### src/rtl/vram_arbiter.sv
// Two-master Wishbone arbiter for video memory: display fetch (m0) has priority,
// and the CPU (m1) is guaranteed the bus after STARVE consecutive m0 tenures.
module vram_arbiter #(
  parameter int unsigned AW     = 32,
  parameter int unsigned DW     = 32,
  parameter int unsigned STARVE = 4
) (
  input  logic            clk_i,
  input  logic            rst_i,

  input  logic            m0_cyc,
  input  logic            m0_stb,
  input  logic            m0_we,
  input  logic [AW-1:0]   m0_adr,
  input  logic [DW/8-1:0] m0_sel,
  input  logic [DW-1:0]   m0_dat_m,
  output logic [DW-1:0]   m0_dat_s,
  output logic            m0_ack,
  output logic            m0_stall,

  input  logic            m1_cyc,
  input  logic            m1_stb,
  input  logic            m1_we,
  input  logic [AW-1:0]   m1_adr,
  input  logic [DW/8-1:0] m1_sel,
  input  logic [DW-1:0]   m1_dat_m,
  output logic [DW-1:0]   m1_dat_s,
  output logic            m1_ack,
  output logic            m1_stall,

  output logic            s_cyc,
  output logic            s_stb,
  output logic            s_we,
  output logic [AW-1:0]   s_adr,
  output logic [DW/8-1:0] s_sel,
  output logic [DW-1:0]   s_dat_m,
  input  logic [DW-1:0]   s_dat_s,
  input  logic            s_ack,
  input  logic            s_stall
);

  localparam int unsigned CW = ($clog2(STARVE + 1) > 3) ? $clog2(STARVE + 1) : 3;
  localparam logic [CW-1:0] STARVE_LIM = CW'(STARVE);

  typedef enum logic [1:0] {
    IDLE = 2'd0,
    GNT0 = 2'd1,
    GNT1 = 2'd2
  } state_t;

  state_t        state, state_nxt;
  logic [CW-1:0] starve_cnt, starve_cnt_nxt;

  // State and starvation counter; reset terminates any tenure immediately
  always_ff @(posedge clk_i or posedge rst_i) begin
    if (rst_i) begin
      state      <= IDLE;
      starve_cnt <= '0;
    end else begin
      state      <= state_nxt;
      starve_cnt <= starve_cnt_nxt;
    end
  end

  // Grant decision uses cyc only; grant is frozen for the whole tenure
  always_comb begin
    state_nxt      = state;
    starve_cnt_nxt = starve_cnt;
    case (state)
      IDLE: begin
        if (!m1_cyc) starve_cnt_nxt = '0;
        if (m0_cyc && (!m1_cyc || (starve_cnt < STARVE_LIM))) begin
          state_nxt = GNT0;
        end else if (m1_cyc) begin
          state_nxt      = GNT1;
          starve_cnt_nxt = '0;
        end
      end
      GNT0: begin
        if (!m0_cyc) begin
          state_nxt = IDLE;
          if (m1_cyc && (starve_cnt < STARVE_LIM)) starve_cnt_nxt = starve_cnt + CW'(1);
        end
      end
      GNT1: begin
        if (!m1_cyc) state_nxt = IDLE;
      end
      default: state_nxt = IDLE;
    endcase
  end

  // Bus mux; slave responses reach only the granted master
  always_comb begin
    s_cyc    = 1'b0;
    s_stb    = 1'b0;
    s_we     = 1'b0;
    s_adr    = '0;
    s_sel    = '0;
    s_dat_m  = '0;
    m0_ack   = 1'b0;
    m0_stall = 1'b1;
    m1_ack   = 1'b0;
    m1_stall = 1'b1;
    m0_dat_s = s_dat_s;
    m1_dat_s = s_dat_s;
    case (state)
      GNT0: begin
        s_cyc    = m0_cyc;
        s_stb    = m0_stb;
        s_we     = m0_we;
        s_adr    = m0_adr;
        s_sel    = m0_sel;
        s_dat_m  = m0_dat_m;
        m0_ack   = s_ack;
        m0_stall = s_stall;
      end
      GNT1: begin
        s_cyc    = m1_cyc;
        s_stb    = m1_stb;
        s_we     = m1_we;
        s_adr    = m1_adr;
        s_sel    = m1_sel;
        s_dat_m  = m1_dat_m;
        m1_ack   = s_ack;
        m1_stall = s_stall;
      end
      default: ;
    endcase
  end

endmodule

### config.mk
export PLATFORM = sky130hd
export DESIGN_NAME = vram_arbiter
export DESIGN_NICKNAME = d
export VERILOG_FILES = /design/src/rtl/vram_arbiter.sv
export SDC_FILE = /design/constraint.sdc
export NUM_CORES = 1
export LEC_CHECK = 0
export CORE_AREA = 2 2 124 126
export DETAILED_ROUTE_END_ITERATION = 10
export DIE_AREA = 0 0 126 128
export GPL_TIMING_DRIVEN = 1
export PLACE_DENSITY_LB_ADDON = 0.05
export SLEW_MARGIN = 30
export SYNTH_ARGS = -nofsm -noshare
export SYNTH_HDL_FRONTEND = slang
export SYNTH_SLANG_ARGS = --single-unit
### constraint.sdc
create_clock -name clk_i -period 1.4 [get_ports clk_i]
set_clock_uncertainty 0.05 [all_clocks]
set_input_delay 0.21 -clock clk_i [delete_from_list [all_inputs] [get_ports clk_i]]
set_output_delay 0.21 -clock clk_i [all_outputs]
set_load 0.01 [all_outputs]
# ---- Yosys cells after proc, flatten, opt, wreduce, memory -nomap -nowiden
# Index checks and enable logic that the tools add are counted.
dict set report totals {
  reg_bits 5
  latchBits 0
  ramBits 0
  romBits 0
  input_bits 178
  out_inout_bits 139
  word_cells 39
  mem_count 0
}
dict set report op_classes {
  add_sub_neg 1
  n_mul 0
  div_mod_pow 0
  n_lt_le_gt_ge 1
  eq_ne 6
  n_shift 0
  muxes 21
  n_bitwise 0
  reduce_logical 8
}
# operator n
set ops {}
lappend ops {{$pmux W32 S2} 2}
lappend ops {{$mux W3} 5}
lappend ops {{$mux W2} 4}
lappend ops {{$pmux W4 S2} 1}
lappend ops {{$ne A2 B2 Y1 const B} 3}
lappend ops {{$pmux W1 S2} 3}
lappend ops {{$pmux W2 S3} 1}
lappend ops {{$pmux W3 S2} 1}
lappend ops {{$reduce_and A3 Y1} 2}
lappend ops {{$mux W1} 4}
lappend ops {{$add A3 B1 Y3 const B} 1}
lappend ops {{$lt A3 B3 Y1 const B} 1}
lappend ops {{$ne A3 B3 Y1 const B} 1}
lappend ops {{$eq A2 B1 Y1 const B} 1}
lappend ops {{$eq A2 B2 Y1 const B} 1}
lappend ops {{$logic_and A1 B1 Y1} 2}
lappend ops {{$logic_not A2 Y1} 1}
lappend ops {{$reduce_bool A2 Y1} 1}
lappend ops {{$logic_not A1 Y1} 1}
lappend ops {{$logic_or A1 B1 Y1} 1}

# ---- Logic depth before layout (Yosys ltp)
# Gate-level depths: netlist of the first run.
dict set report logic_depth {
  word_depth 5
  mapped_depth 8
  ltp_nobuf 5
}

# ---- Worst setup path after synthesis of the first run
# No wires, ideal clock.
dict set report synth_path {
  kind {reg-to-output}
  from {reg state[1]}
  to {out s_dat_m[16]}
  arrival_time_ps 1329
  required_time_ps 1140
  slack_ps -189
  stages_incl_launch_ff 8
  path_buffers 3
  cell_sequence {dfrtp_1 > inv_1 > ha_1 > buf_2 > buf_4 > buf_2 > a22oi_1 > nor2b_1}
}
dict set report synth_between {
  elab_chain_len 2
  word_cells_on_any_way 3
  cone_classes {eq/ne (2); mux (1)}
}
# element line
set synth_rtl {}
lappend synth_rtl {{from (decl)} 51} ;# state_t state, state_nxt;
lappend synth_rtl {{from (signal assigned)} 60} ;# state <= state_nxt;
lappend synth_rtl {{$eq A2 B2 Y1 or $eq A2 B1 Y1 (tied branches)} 106} ;# case (state)
lappend synth_rtl {{$pmux W32 S2 *} 106}
lappend synth_rtl {{to (decl)} 36} ;# output logic [DW-1:0] s_dat_m,
# Mark *: on every way between the ends. The rest lies on a longest branch, timed or not.

# ---- Worst setup path in the final report of the first run
dict set report layout_path {
  from {reg state[0]}
  to {out s_dat_m[31]}
}
# The elaborated chain is that of the path after synthesis.

==> run_results.csv, run 1 <==
group,metric,value,unit
status,outcome,"finished, violations left",
status,failed_checks,"negative setup slack",
synth,ys_types,27,
sta,timing.final.crit_period,1.94,ns
sta,hold_violations,0,
global_route,gr-total-overflow,0,
synth,ys_seq_area_share,6.46,%
route,vias_per_cell,4.09,
synth,yosys_warnings,0,
finish,drive_above_1_share,63.3,%
worst_setup_path,critPathKind,"flip-flop to output port",
floorplanning,fp-row-count,45,
sta,finalSetupViolCount,80,
worst_setup_path,cp.required,1.14,ns
finish,layout.nets,646,
clock_tree,cts.sinks,5,
clock_tree,clk_latency,0.23,ns
finish,n_fill_cell,1549,
floorplanning,core,0.0149,mm2
route,routedWlPerCell,19.2,um
route,postRouteAntennaNets,0,
floorplanning,die-area,0.0161,mm2
synth,yosys.area.top_type,"a22oi_1",
worst_setup_path,endpoint_kind,"output port",
global_route,antenna_found_initial,0,
placed_design,port_buffers,220,
clock_tree,numCtsBuffers,3,
power_and_ir_drop,p_int,6.59,mW
clock_tree,cts-root-buf,"clkbuf_16",
worst_setup_path,path_max_fanout,7,
power_and_ir_drop,power_density,2110,mW/mm2
sta,fin_ws,-0.537,ns
synth,synth_top_area_share,27.1,%
floorplanning,io_pins,317,
worst_setup_path,cp-start-kind,"flip-flop",
worst_setup_path,reg2reg_depth,8,
route,vias,2663,
synth,syn_area,0.00194,mm2
clock_tree,cts_tree,"built",
synth,synth_seq_cells,5,
power_and_ir_drop,ir_drop,0.639,mV
floorplanning,die_h,128,um
clock_tree,clkSlewWorstSetupHoldPaths,0.03,ns
global_route,grt_max_degree,27,
route,drc,0,
floorplanning,die_x,126,um
clock_tree,cts_max_path_buffers,2,
worst_setup_path,reg2reg_from,"state[0]",
sta,maxSlewHeadroom,82.1,%
sta,worst_pin_slew,0.269,ns
global_route,grt_pass1_wl,15800,um
clock_tree,htreeDepth,1,
sta,fin_crit_sh,138,%
worst_setup_path,cp.arrival,1.68,ns
worst_setup_path,startpoint,"state[0]",
global_route,grt_pass1_vias,2731,
power_and_ir_drop,swShare,39.5,%
synth,syn_inst,267,
floorplanning,initial_core_util,13.0,%
power_and_ir_drop,power.switching,4.31,mW
hold_path,min-delay-path-class,"primary input to async pin",
placed_design,place_ws,-0.623,ns
sta,fmax,516,MHz
sta,rsz0062_at_grt,"true",
worst_setup_path,crit_path_end,"s_dat_m[31]",
route,drtIter0Drc,31,
finish,n_antenna_cell,0,
sta,drv_slew,0,
placed_design,dp_hpwl,7490,um
finish,syn2layout_area_growth,167,%
power_and_ir_drop,pwr-share-seq,2.0,%
placed_design,gp_congestion,0.706,
worst_setup_path,r2r-end,"state[0]",
worst_setup_path,r2r_slack,-0.35,ns
synth,syn_nets,449,
route,routed_wl,12500,um
job,cap_violations,0,
power_and_ir_drop,leakagePower,1.99,nW
power_and_ir_drop,comb_power_share,93.7,%
power_and_ir_drop,clkPwrFrac,4.3,%
route,first_pass_iters,4,
sta,setup-tns-final,-37.66,ns
synth,synth.avg_cell_area,7.25,um2
global_route,grt.total_usage,12.6,%
synth,synth.area.top_cells,"a22oi_1 (27%), buf_4 (25%), nor2b_1 (23%)",
stage by stage:
stage | std cells | utilization [%] | cell area (um2) | power [mW] | hold WS [ns]
after floorplan | 267 | - | 2310 | 4.24 | -0.0615
after global placement | 603 | 29.1 | 4320 | 7.00 | 0.370
after detailed placement | 603 | 29.1 | 4320 | 6.96 | 0.370
after CTS | 635 | 32.5 | 4830 | 9.18 | 0.157
after global routing | 651 | 34.7 | 5160 | 11.6 | 0.170
final | 651 | 34.7 | 5160 | 10.9 | 0.144
flip-flops by register name, summed over array words and instances, names as in the netlist:
register    cells
starve_cnt      3
state           2
power by group through the flow:
stage | combinational [mW] | clock [mW] | sequential, mW
floorplan | 4.02 | 0 | 0.223
global placement | 6.78 | 0 | 0.217
detailed placement | 6.74 | 0 | 0.217
CTS | 8.48 | 0.477 | 0.223
global route | 10.9 | 0.489 | 0.226
finish | 10.2 | 0.467 | 0.222
critical path, cell delays in order, from the launching register on:
cell     delay [ns]
dfrtp_1        0.38
buf_6          0.13
ha_4           0.17
buf_12         0.16
buf_12         0.14
buf_4          0.13
a22oi_2        0.17
nor2b_2        0.05
buf_2          0.13
kinds of logic after synthesis:
| kind of cell | synth area share (%) |
|---|---|
| fa+ha+maj | 2.59 |
| buf+inv | 31.9 |
| mux | 0.775 |
| simple gates | 26.4 |
| flops | 6.46 |
| compound gates | 31.9 |
cell type report:
cell class | instances | area, um2 | share of cell area [%]
Inverter | 5 | 21.3 | 0.412
Timing Repair Buffer | 280 | 2910 | 56.4
Multi-Input combinational cell | 169 | 1790 | 34.7
Sequential cell | 5 | 125 | 2.42
Tap cell | 188 | 235 | 4.56
Clock buffer | 4 | 78.8 | 1.53
per-layer routing:
metal	track usage, %	share of wire, %
met4	2.26	1.1
met2	25.2	54
met5	0	0
met1	13.5	38
met3	2.75	6.4
repair_timing:
| action | in CTS | in global routing |
|---|---|---|
| hold buffers | 0 | 0 |
| setup endpoints to repair | 79 | 80 |
| gates resized for setup | 387 | 19 |
| hold endpoints to repair | 0 | 0 |
| pin swaps | 27 | 13 |
| setup buffers | 20 | 8 |
| cloned | 9 | 12 |
worst min path at each step:
stage / startpoint / to / slack, ns / cells after the start
finish: rst_i / starve_cnt[0] / 0.14 / 2
global route: rst_i / starve_cnt[0] / 0.17 / 2
CTS: rst_i / starve_cnt[1] / 0.16 / 2
detailed placement: s_dat_s[22] / m0_dat_s[22] / 0.37 / 0
global placement: s_dat_s[22] / m0_dat_s[22] / 0.37 / 0
floorplan: rst_i / starve_cnt[0] / -0.06 / 1
cell usage in the layout (no fill, tap or decap), types with 2 or more instances in the layout:
cell / Yosys / final
and2_4: 0 / 2
buf_16: 0 / 7
buf_6: 1 / 18
buf_12: 0 / 17
nand2b_1: 2 / 2
inv_1: 5 / 3
nor2b_4: 1 / 3
buf_4: 65 / 11
a22oi_2: 1 / 70
clkdlybuf4s50_1: 0 / 145
buf_8: 0 / 5
clkbuf_16: 0 / 12
nor2b_2: 0 / 68
buf_2: 14 / 68
dfrtp_1: 5 / 5
nor2_1: 3 / 3
ha_4: 0 / 3
cell usage after synthesis, drive strengths merged:
master	instances
and2	2
inv	5
o21ai	2
nand2b	2
nor4b	1
a21boi	1
a21oi	2
nor2	3
nand2	2
a211o	1
a32o	1
buf	81
o2111ai	1
a22oi	71
mux2	1
dfrtp	5
o2bb2ai	1
nor2b	72
a22o	1
ha	4
clkbuf	7
a31oi	1
(Power assumes the default switching activity.)
==> run 2: changes to the inputs <==
==> constraint.sdc (replaced) <==
create_clock -name clk_i -period 2.4 [get_ports clk_i]
set_clock_uncertainty 0.05 [all_clocks]
set_input_delay 0.36 -clock clk_i [delete_from_list [all_inputs] [get_ports clk_i]]
set_output_delay 0.36 -clock clk_i [all_outputs]
set_load 0.01 [all_outputs]
==> run 2 against run 1 <==
  * Critical path type unchanged
  * Non-clock buffer count shrank 42
  * Setup slack improved by 0.62 ns
  * Sequential cell count did not move
  * Worst hold slack better by 0.16 ns
  * Wire length decreased by 15%
  * Final cell count shrank 6.5%
  * Die area is the same
  * Critical endpoint is now s_stb
  * The run now ends clean
  * Clock-buffer cell count unchanged
==> run_results.csv, run 2 (synthesis gave the netlist of run 1 again) <==
group,metric,value,unit
status,outcome,"finished clean",
worst_setup_path,cp_cell_sequence,"inv_2 > ha_4 > clkbuf_16 > a22oi_1 > nor2b_1 > clkdlybuf4s50_1",
placed_design,place_ws,0.203,ns
route,first_pass_iters,4,
worst_setup_path,reg2reg_depth,7,
clock_tree,numCtsBuffers,3,
global_route,grt_max_degree,45,
sta,maxSlewHeadroom,82.8,%
finish,seq_area,125,um2
route,vias,2492,
finish,layout.nets,604,
power_and_ir_drop,power_density,967,mW/mm2
worst_setup_path,cp-start-kind,"flip-flop",
floorplanning,fp-row-count,45,
global_route,grt_pass1_vias,2438,
worst_setup_path,cpMaxStageDelayCell,"clkdlybuf4s50_1",
placed_design,place_inst,596,
floorplanning,die-area,0.0161,mm2
power_and_ir_drop,power,4.10,mW
sta,hold_slack,0.306,ns
finish,top_regs,"starve_cnt: 3 flops, state: 2 flops",
power_and_ir_drop,ir_drop,0.400,mV
hold_path,min-delay-path-class,"primary input to async pin",
sta,fin_crit_sh,96.7,%
floorplanning,core,0.0149,mm2
finish,final_cell_mix,"clkdlybuf4s50_1 (181), nor2b_1 (71), a22oi_1 (70), dlymetal6s2s_1 (24), dlygate4sd2_1 (15)",
sta,drv_slew,0,
route,drtIter0Drc,57,
route,vias_per_cell,4.09,
global_route,gr-total-overflow,0,
global_route,grt_pass1_wl,14000,um
finish,n_fill_cell,1619,
power_and_ir_drop,p_int,2.40,mW
sta,fmax,431,MHz
placed_design,port_buffers,220,
route,postRouteAntennaNets,0,
sta,fin_ws,0.0797,ns
finish,final-instance-count-excl-fill,609,
power_and_ir_drop,swShare,41.6,%
worst_setup_path,critPathKind,"flip-flop to output port",
sta,worst_pin_slew,0.255,ns
sta,setup-tns-final,0,ns
worst_setup_path,cp.arrival,1.91,ns
finish,drive_above_1_share,6.89,%
power_and_ir_drop,pwr-share-seq,3.1,%
worst_setup_path,slowest_delay,0.57,ns
placed_design,dp_hpwl,7490,um
clock_tree,cts.sinks,5,
clock_tree,cts-root-buf,"clkbuf_16",
finish,multi_input_area,0.00123,mm2
worst_setup_path,cp.required,1.99,ns
finish,fin_util,28.5,%
placed_design,gp_congestion,0.705,
clock_tree,clkSlewWorstSetupHoldPaths,0.03,ns
finish,mostFrequentLayoutCell,"clkdlybuf4s50_1",
power_and_ir_drop,comb_power_share,90.3,%
power_and_ir_drop,leakagePower,1.89,nW
floorplanning,io_pins,317,
clock_tree,cts_hold_buf,0,
floorplanning,initial_core_util,13.0,%
sta,hold_violations,0,
worst_setup_path,r2r-end,"state[0]",
global_route,grt.total_usage,10.8,%
route,routed_wl,10600,um
power_and_ir_drop,power.switching,1.70,mW
power_and_ir_drop,clkPwrFrac,6.6,%
clock_tree,htreeDepth,1,
worst_setup_path,r2r_slack,0.72,ns
clock_tree,cts_max_path_buffers,2,
clock_tree,clk_latency,0.23,ns
clock_tree,cts_tree,"built",
route,drc,0,
floorplanning,die_x,126,um
job,cap_violations,0,
worst_setup_path,reg2reg_from,"state[0]",
route,routedWlPerCell,17.4,um
placed_design,placed_area,0.00394,mm2
sta,finalSetupViolCount,0,
worst_setup_path,endpoint_kind,"output port",
floorplanning,die_h,128,um
finish,largest_reg_flops,3,
worst_setup_path,path_max_fanout,16,
finish,design_area,0.00424,mm2
global_route,antenna_found_initial,0,
finish,n_antenna_cell,0,
finish,top_register,"starve_cnt",
sta,timing.final.crit_period,2.32,ns
finish,syn2layout_area_growth,119,%
-- run 2: repair_timing --
item | in CTS | in global routing
pin swaps | 0 | 2
setup endpoints to repair | 48 | 56
gates resized for setup | 16 | 28
cloned | 0 | 5
buffers inserted | 1 | 3
-- run 2: worst max-delay path, delay by kind of cell (launching register included) --
family,cells,cell delay (ns)
AND/OR/NAND/NOR,1,0.10
buffers and inverters,3,0.89
adder cells (fa/ha/maj),1,0.23
flip-flops,1,0.38
AO/OA/AOI/OAI,1,0.09
-- run 2: worst max path at each step --
stage,end,startpoint,slack (ns),cells past startpoint
final,s_stb,state[1],0.08,6
after global routing,s_adr[7],state[1],-0.0008,6
after CTS,s_adr[28],state[1],-0.01,5
after detailed placement,s_adr[27],state[1],0.20,6
after global placement,s_dat_m[26],state[0],0.22,6
after floorplan,s_dat_m[16],state[1],0.66,7
-- run 2: cell type report --
type | instances | share of cell area, %
multi-input combinational | 169 | 29.0
clock buffer | 4 | 1.86
tap | 188 | 5.55
sequential | 5 | 2.95
timing repair buffer | 238 | 60.2
inverter | 5 | 0.442
-- run 2: power by group through the flow --
stage,Clock [mW],Sequential [mW],Combinational [mW]
after floorplan,0,0.124,1.81
after global placement,0,0.129,3.43
after detailed placement,0,0.128,3.40
after CTS,0.278,0.125,3.38
after global routing,0.286,0.131,4.02
final,0.272,0.127,3.70
-- run 2: routing by layer --
| metal | wire length, um | vias up | share of wire (%) | global-route usage (%) |
|---|---|---|---|---|
| li1 | - | 1186 | - | - |
| met3 | 1020 | 11 | 9.6 | 4.30 |
| met5 | 0 | - | 0 | 0 |
| met1 | 3900 | 1141 | 37 | 11.6 |
| met4 | 116 | 0 | 1.1 | 1.42 |
| met2 | 5540 | 154 | 52 | 20.6 |
